[config.mk]
export PLATFORM = sky130hd
export DESIGN_NAME = layer_ctrl_flat
export DESIGN_NICKNAME = d
export VERILOG_FILES = /design/src/rtl/layer_ctrl_if.sv /design/src/rtl/layer_ctrl.sv /design/src/flat_wrapper.sv
export SDC_FILE = /design/constraint.sdc
export NUM_CORES = 1
export LEC_CHECK = 0
export CAP_MARGIN = 30
export CORE_AREA = 2 2 285 174
export CTS_BUF_LIST = sky130_fd_sc_hd__clkbuf_8
export DETAILED_ROUTE_END_ITERATION = 10
export DIE_AREA = 0 0 287 176
export HOLD_SLACK_MARGIN = 0.15
export PLACE_DENSITY_LB_ADDON = 0.25
export SLEW_MARGIN = 20
export SYNTH_ARGS = -nofsm -noshare
export SYNTH_HDL_FRONTEND = slang
export SYNTH_SLANG_ARGS = --single-unit
export TNS_END_PERCENT = 10
[constraint.sdc]
create_clock -name clk -period 3.73 [get_ports clk]
set_input_delay 1.119 -clock clk [delete_from_list [all_inputs] [get_ports clk]]
set_output_delay 1.119 -clock clk [all_outputs]
set_load 0.03 [all_outputs]
[src/rtl/layer_ctrl_if.sv]
// Input-vector and result streams of layer_ctrl.
// The layer_ctrl side uses slave; the feeding/consuming side uses master.
interface layer_ctrl_if #(
   parameter int WIDTH = 32,
   parameter int IDX_W = 2
);
   logic             in_valid;
   logic             in_ready;
   logic [WIDTH-1:0] in_a1;
   logic [WIDTH-1:0] in_a2;
   logic [WIDTH-1:0] in_a3;
   logic             out_valid;
   logic             out_ready;
   logic [WIDTH-1:0] out_y;
   logic [IDX_W-1:0] out_idx;
   logic             out_last;

   modport master (
      output in_valid, in_a1, in_a2, in_a3, out_ready,
      input  in_ready, out_valid, out_y, out_idx, out_last
   );

   modport slave (
      input  in_valid, in_a1, in_a2, in_a3, out_ready,
      output in_ready, out_valid, out_y, out_idx, out_last
   );
endinterface

[src/rtl/layer_ctrl.sv]
// Sequencer that time-multiplexes one neuron across a fully connected 3-input layer.
// It owns the weight/bias file, latches the input vector and emits one result per neuron.
module layer_ctrl #(
   parameter int WIDTH    = 32,
   parameter int N_NEURON = 4,
   parameter int IDX_W    = 2
) (
   input  logic             clk,
   input  logic             rst,
   input  logic             cfg_we,
   input  logic [IDX_W+1:0] cfg_addr,
   input  logic [WIDTH-1:0] cfg_data,
   layer_ctrl_if.slave      io,
   output logic [WIDTH-1:0] n_a1,
   output logic [WIDTH-1:0] n_a2,
   output logic [WIDTH-1:0] n_a3,
   output logic [WIDTH-1:0] n_w1,
   output logic [WIDTH-1:0] n_w2,
   output logic [WIDTH-1:0] n_w3,
   output logic [WIDTH-1:0] n_b,
   input  logic [WIDTH-1:0] n_y
);
   typedef enum logic [1:0] {IDLE, RUN, OUT} state_t;

   localparam logic [IDX_W-1:0] LAST_IDX = IDX_W'(N_NEURON - 1);

   state_t           state, state_nxt;
   logic [IDX_W-1:0] idx;
   logic [WIDTH-1:0] act1, act2, act3;
   logic [WIDTH-1:0] wf [N_NEURON][4];
   logic [WIDTH-1:0] y_q;
   logic [IDX_W-1:0] idx_q;
   logic             last_q;

   logic             accept, capture, advance, cfg_take;
   logic [IDX_W-1:0] cfg_n;

   assign cfg_n = cfg_addr[IDX_W+1:2];

   always_ff @(posedge clk) begin
      if (rst) state <= IDLE;
      else     state <= state_nxt;
   end

   always_comb begin
      state_nxt = state;
      case (state)
         IDLE: if (io.in_valid)  state_nxt = RUN;
         RUN:                    state_nxt = OUT;
         OUT:  if (io.out_ready) state_nxt = last_q ? IDLE : RUN;
         default:                state_nxt = IDLE;
      endcase
   end

   always_comb begin
      io.in_ready  = (state == IDLE);
      io.out_valid = (state == OUT);
      accept       = (state == IDLE) && io.in_valid;
      capture      = (state == RUN);
      advance      = (state == OUT) && io.out_ready && !last_q;
      cfg_take     = (state == IDLE) && cfg_we && (32'(cfg_n) < 32'(N_NEURON));
   end

   always_ff @(posedge clk) begin
      if (rst) begin
         idx    <= '0;
         act1   <= '0;
         act2   <= '0;
         act3   <= '0;
         y_q    <= '0;
         idx_q  <= '0;
         last_q <= 1'b0;
         for (int unsigned i = 0; i < N_NEURON; i++)
            for (int unsigned j = 0; j < 4; j++)
               wf[i][j] <= '0;
      end else begin
         if (accept) begin
            idx  <= '0;
            act1 <= io.in_a1;
            act2 <= io.in_a2;
            act3 <= io.in_a3;
         end
         if (capture) begin
            y_q    <= n_y;
            idx_q  <= idx;
            last_q <= (idx == LAST_IDX);
         end
         if (advance)  idx <= idx + 1'b1;
         // an IDLE write lands before the RUN cycle that reads it, even when it coincides with accept
         if (cfg_take) wf[cfg_n][cfg_addr[1:0]] <= cfg_data;
      end
   end

   assign io.out_y    = y_q;
   assign io.out_idx  = idx_q;
   assign io.out_last = last_q;

   assign n_a1 = act1;
   assign n_a2 = act2;
   assign n_a3 = act3;
   assign n_w1 = wf[idx][0];
   assign n_w2 = wf[idx][1];
   assign n_w3 = wf[idx][2];
   assign n_b  = wf[idx][3];
endmodule

[src/flat_wrapper.sv]
// flat-port wrapper written by rule: the top's interface ports become plain ports
module layer_ctrl_flat 
#(
   parameter int WIDTH    = 32,
   parameter int N_NEURON = 4,
   parameter int IDX_W    = 2
)
  (clk, rst, cfg_we, cfg_addr, cfg_data, n_a1, n_a2, n_a3, n_w1, n_w2, n_w3, n_b, n_y, io_in_valid, io_in_a1, io_in_a2, io_in_a3, io_out_ready, io_in_ready, io_out_valid, io_out_y, io_out_idx, io_out_last);
  layer_ctrl_if #(.WIDTH(WIDTH), .IDX_W(IDX_W)) io_i ();
  input  logic clk;
  input  logic rst;
  input  logic cfg_we;
  input  logic [IDX_W+1:0] cfg_addr;
  input  logic [WIDTH-1:0] cfg_data;
  output logic [WIDTH-1:0] n_a1;
  output logic [WIDTH-1:0] n_a2;
  output logic [WIDTH-1:0] n_a3;
  output logic [WIDTH-1:0] n_w1;
  output logic [WIDTH-1:0] n_w2;
  output logic [WIDTH-1:0] n_w3;
  output logic [WIDTH-1:0] n_b;
  input  logic [WIDTH-1:0] n_y;
  input wire logic [$bits(io_i.in_valid)-1:0] io_in_valid;
  input wire logic [$bits(io_i.in_a1)-1:0] io_in_a1;
  input wire logic [$bits(io_i.in_a2)-1:0] io_in_a2;
  input wire logic [$bits(io_i.in_a3)-1:0] io_in_a3;
  input wire logic [$bits(io_i.out_ready)-1:0] io_out_ready;
  output wire logic [$bits(io_i.in_ready)-1:0] io_in_ready;
  output wire logic [$bits(io_i.out_valid)-1:0] io_out_valid;
  output wire logic [$bits(io_i.out_y)-1:0] io_out_y;
  output wire logic [$bits(io_i.out_idx)-1:0] io_out_idx;
  output wire logic [$bits(io_i.out_last)-1:0] io_out_last;
  assign io_i.in_valid = io_in_valid;
  assign io_i.in_a1 = io_in_a1;
  assign io_i.in_a2 = io_in_a2;
  assign io_i.in_a3 = io_in_a3;
  assign io_i.out_ready = io_out_ready;
  assign io_in_ready = io_i.in_ready;
  assign io_out_valid = io_i.out_valid;
  assign io_out_y = io_i.out_y;
  assign io_out_idx = io_i.out_idx;
  assign io_out_last = io_i.out_last;
  layer_ctrl #(.WIDTH(WIDTH), .N_NEURON(N_NEURON), .IDX_W(IDX_W)) u_core (.clk(clk), .rst(rst), .cfg_we(cfg_we), .cfg_addr(cfg_addr), .cfg_data(cfg_data), .io(io_i), .n_a1(n_a1), .n_a2(n_a2), .n_a3(n_a3), .n_w1(n_w1), .n_w2(n_w2), .n_w3(n_w3), .n_b(n_b), .n_y(n_y));
endmodule
* Word level (Yosys, flattened, before mapping)
Memory sizes are Yosys's and may differ from the RTL's. A register that Yosys moved wholly into a read port is not among the register bits.
Index checks and enable logic that the tools add are counted.
W data, S select, Z words.
** Storage, ports and cells
- Flip-flop bits (word level) :: 135
- Memories kept :: 1
- Memory bits (writable) :: 512
- Input port bits :: 169
- Logic and storage cells :: 46
** Cells by class
- Add/sub/neg operators :: 1
- Equality and inequality tests :: 5
- Multiplexer cells :: 18
- Magnitude comparators :: 2
- Reduce and logical (&&, ||, !) cells :: 10
- Bitwise gates (word level) :: 1
** Memory list
- u_core.wf :: words 4, bits a word 128, rd ports 1, clocked after memory_dff 1, write ports 4, RTL line layer_ctrl.sv:30 : logic [WIDTH-1:0] wf [N_NEURON][4];
** Operators by type and width (number)
- $mux W128 :: 3
- $reduce_or A128 Y1 :: 1
- $demux W32 S2 :: 1
- $mux W32 :: 1
- $mux W2 :: 7
- $pmux W2 S3 :: 1
- $logic_and A1 B1 Y1 :: 5
- $mux W1 :: 5
- $eq A2 B2 Y1 const B :: 2
- $ne A2 B2 Y1 const B :: 2
- $ge A3 B3 Y1 const B :: 1
- $lt A3 B1 Y1 const B :: 1
- $not A2 Y3 :: 1
- $add A2 B1 Y2 const B :: 1
- $eq A2 B1 Y1 const B :: 1
- $logic_not A2 Y1 :: 1
- $reduce_and A2 Y1 :: 1
- $reduce_bool A2 Y1 :: 1
- $logic_not A1 Y1 :: 1

* Logic depth before layout (Yosys ltp)
- Depth in word-level cells :: 8
- Depth in mapped cells :: 7

* Worst setup path after synthesis
OpenSTA, ideal clock, no wires.
- Path kind :: input-to-reg
- From :: input port rst
- To :: memory u_core.wf[0][100] in the netlist's numbering, enable pin
- Arrival time :: 2.848 ns
- Slack :: 0.494 ns
- Required time :: 3.342 ns
- Stages on the path :: 4
- Setup time :: 0.388 ns
- Cells stage by stage :: clkbuf_1 > or4b_4 > nor3_1 > a21o_1
** RTL lines
- start, declared :: RTL line flat_wrapper.sv:11 : input logic rst;
- end, declared :: RTL line layer_ctrl.sv:30

==> results.cfg <==
[grt]
gr-total-overflow = 0
grt_first_pass_wirelength_mm = 111.0
grt_pass1_vias = 18120
grt_use_total_pct = 29.88
pin_count_of_the_biggest_net_entering_global_routing = 151
grt_antenna_before_repair = 6

[synthesis]
synth_warnings = 0
postSynthRegisterBits = 649
ys_async_sr_fraction_pct = 0
postSynth.topFlopCell = sky130_fd_sc_hd__edfxtp_1
post-synth-top-area-cell = sky130_fd_sc_hd__edfxtp_1
synth_most_common_cell = sky130_fd_sc_hd__nor2_1
yosys.area.top_type_share_pct = 58.74
synthTopCellsByCount = sky130_fd_sc_hd__nor2_1, sky130_fd_sc_hd__edfxtp_1, sky130_fd_sc_hd__nand2_1
syn-num-nets = 2177
postSynthAreaPerCell_um2 = 13.04
synthCells = 2007
number_of_flops_mapped_to_enable_cells_by_yosys = 512
ys_top_cells_by_area = sky130_fd_sc_hd__edfxtp_1, sky130_fd_sc_hd__mux4_2, sky130_fd_sc_hd__dfxtp_1
post_synthesis_sequential_area_ratio_pct = 69.21
synth_cell_type_count = 31
netlist_area_mm2 = 0.02618

[detailed_routing]
antenna_violating_nets_post_route = 0
route.detailed.vias_per_inst = 5.777
vias = 18260
avgRoutedWirePerCell_um = 23.93
detail_route.wirelength_mm = 75.63
drtPass1Iterations = 6
drc = 0
drt-initial-drc-count = 2642

[die]
design.portCount = 430
die_area_mm2 = 0.05051
floorplan.die.width_um = 287
dieHeight_um = 176
core_region_area_mm2 = 0.04763
initial_utilization_pct = 54.96
placement_rows = 62

[min_path]
min_delay_path_depth = 2
worstHoldPathType = reg2reg
worst_hold_path.endpoint = u_core.n_a3[16]$_SDFFE_PP0P_
min-delay-start = u_core.n_a3[16]$_SDFFE_PP0P_

[layout]
final-seq-area_mm2 = 0.01812
nets = 2618
multiInputGateArea_mm2 = 0.007352
design_area_mm2 = 0.03313
final_layout_size_suffix_gt1_share_pct = 13.47
num-fill-cells = 3318
final_core_utilization_pct = 69.56
area_delta_synth_final_pct = 26.57

[setup_path]
crit_fanout = 28
critPathLaunchType = flop
r2r_start = u_core.state[1]$_SDFFE_PP0P_
setup.worst_path.end_class = primary output
worst_r2r_endpoint = u_core.wf[0][60]$_SDFFCE_PN0P_
critPathRequiredTime_ns = 2.61
cells_traversed_along_the_worst_timing_path = buf_16, mux4_2, clkdlybuf4s50_1
reg2reg_setup_slack_ns = 1.34
crit_path_top_delay_cell = sky130_fd_sc_hd__clkdlybuf4s50_1
worst_r2r_path_depth = 4
timing.critical_path.arrival_ns = 2.59
critPathKind = reg2out
cp_slowest_stage_delay_ns = 0.61

[placement]
dp_hpwl_mm = 49.01
port_buffers = 429
finalWeightedCongestion = 0.8294
place_area_mm2 = 0.03140
detailedPlace.worstSlack_ns = 0.2550

[run]
max_cap_viol_count = 0

[sta]
finalSetupViolations = 0
timing.hold.ws_ns = 0.4544
fin_worst_skew_ns = 0.04096
post-route-min-period_ns = 3.709
max_freq_mhz = 269.6
relSlewSlack_pct = 48.61
tightestPinTransition_ns = 0.7708
unrepaired_setup_endpoints_after_global_routing = yes
final_hold_viol_count = 0
post-route-period-util_pct = 99.44
final_critical_path_setup_slack_ns = 0.02086
maxSlewViolCount = 0

[clocking]
worst_setup_hold_path_clk_slew_ns = 0.07
cts_sinks = 649
h-tree-depth = 3
setup_repair_bufs_after_cts = 0
skew_pair_late_insertion_delay_ns = 0.66
clockBufferDepth = 3
cts_tree = built
number_of_clock_buffers_inserted_by_tritoncts = 92
ctsRootBufferMaster = sky130_fd_sc_hd__clkbuf_8

[pwr]
switchingPower_mw = 3.840
leakage_nw = 12.04
seqPwrFrac_pct = 54.6
power_density_over_the_cells_mw_per_mm2 = 453.0
power.clock.fraction_pct = 34.0
total_power_mw = 15.01
worst_ir_drop_vdd_mv = 0.2725
net_switching_share_of_the_total_power_pct = 25.59
comb_power_share_pct = 11.4
cell_internal_pwr_mw = 11.17

[outcome]
status = finished clean
## cell type report
type	count	share of cell area (%)
antenna	3	0.02266
clock buffer	98	4.071
clock inverter	65	0.8648
inverter	1	0.01133
multi-input combinational	1210	22.19
sequential	649	54.71
tap	640	2.417
timing repair buffer	494	15.71
## layer usage
metal | part of all wire, % | vias up | global-route usage (%)
li1 | - | 7939 | -
met1 | 38 | 8921 | 41.56
met2 | 47 | 1232 | 46.01
met3 | 13 | 159 | 8.359
met4 | 3.1 | 4 | 9.831
met5 | 0.044 | - | 0
## worst max-delay path, delay by kind of cell (launching register included)
family,cells,cell delay [ns]
buf+inv,2,0.88
flops,1,0.50
mux,1,0.55
## cell families after synthesis
logic type	count (synthesis)	synth area share, %
multiplexers	129	11.05
adder cells (fa/ha/maj)	1	0.04779
AND/OR/NAND/NOR	930	13.66
flip-flops	649	69.21
AO/OA/AOI/OAI	150	3.021
buffers and inverters	148	3.011
## cell usage in the layout (no fill, tap or decap), types with 2 or more instances in the layout
master and count:
sky130_fd_sc_hd__nor3_1 3, sky130_fd_sc_hd__nand3_4 2, sky130_fd_sc_hd__nand2_1 390, sky130_fd_sc_hd__clkinv_1 17
sky130_fd_sc_hd__mux4_2 128, sky130_fd_sc_hd__clkinvlp_4 3, sky130_fd_sc_hd__dfxtp_1 135, sky130_fd_sc_hd__buf_16 3
sky130_fd_sc_hd__nor2b_1 2, sky130_fd_sc_hd__inv_1 33, sky130_fd_sc_hd__clkdlybuf4s50_1 312, sky130_fd_sc_hd__or3_4 2
sky130_fd_sc_hd__buf_4 33, sky130_fd_sc_hd__nand2b_1 3, sky130_fd_sc_hd__nor2_1 513, sky130_fd_sc_hd__dlymetal6s2s_1 34
sky130_fd_sc_hd__clkbuf_8 98, sky130_fd_sc_hd__a21o_2 16, sky130_fd_sc_hd__edfxtp_1 512, sky130_fd_sc_hd__dfxtp_4 2
sky130_fd_sc_hd__diode_2 3, sky130_fd_sc_hd__and3_1 2, sky130_fd_sc_hd__a21oi_1 133, sky130_fd_sc_hd__nor2b_4 2
sky130_fd_sc_hd__dlygate4sd2_1 82, sky130_fd_sc_hd__clkinv_2 11, sky130_fd_sc_hd__buf_12 27
## power by group through the flow
stage | Clock (mW) | Combinational [mW] | Sequential (mW)
2_1_floorplan | 0 | 0.716 | 8.48
3_3_place_gp | 0 | 1.72 | 8.32
3_5_place_dp | 0 | 1.73 | 8.34
4_1_cts | 5.14 | 1.71 | 8.19
5_1_grt | 5.44 | 1.80 | 8.21
6_report | 5.10 | 1.72 | 8.19
## worst max-delay path by stage
| stage | from | end | slack [ns] | depth (start not counted) |
|---|---|---|---|---|
| after detailed placement | cfg_we | u_core.wf[0][58]$_SDFFCE_PN0P_ | 0.25 | 5 |
| final | flop | n_w1[7] | 0.02 | 3 |
| after floorplan | rst | u_core.wf[0][100]$_SDFFCE_PN0P_ | 0.49 | 4 |
| after global placement | cfg_we | u_core.wf[0][57]$_SDFFCE_PN0P_ | 0.36 | 5 |
| after CTS | flop | n_w3[2] | -0.10 | 3 |
| after global routing | flop | n_w1[10] | -0.08 | 3 |
## state kept, by name (all words and copies together) (netlist names), named ones only
register / cells
u_core.idx: 2
u_core.wf: 512
u_core.n_a1: 32
u_core.n_a3: 32
u_core.state: 2
u_core.n_a2: 32
u_core.io.out_idx: 2
u_core.io.out_last: 1
u_core.io.out_y: 32
## what timing repair did
| item | CTS | global route |
|---|---|---|
| setup endpoints to repair | 70 | 46 |
| gates cloned | 1 | 1 |
| gates resized for setup | 84 | 36 |
| hold buffers | 0 | 0 |
## per-stage QoR
step / std cells / TNS [ns]
finish: 3160 / 0
CTS: 3155 / -0.6416
global placement: 2991 / 0
floorplan: 2007 / 0
global route: 3159 / -0.5971
detailed placement: 2991 / 0
(Power assumes the default switching activity.)
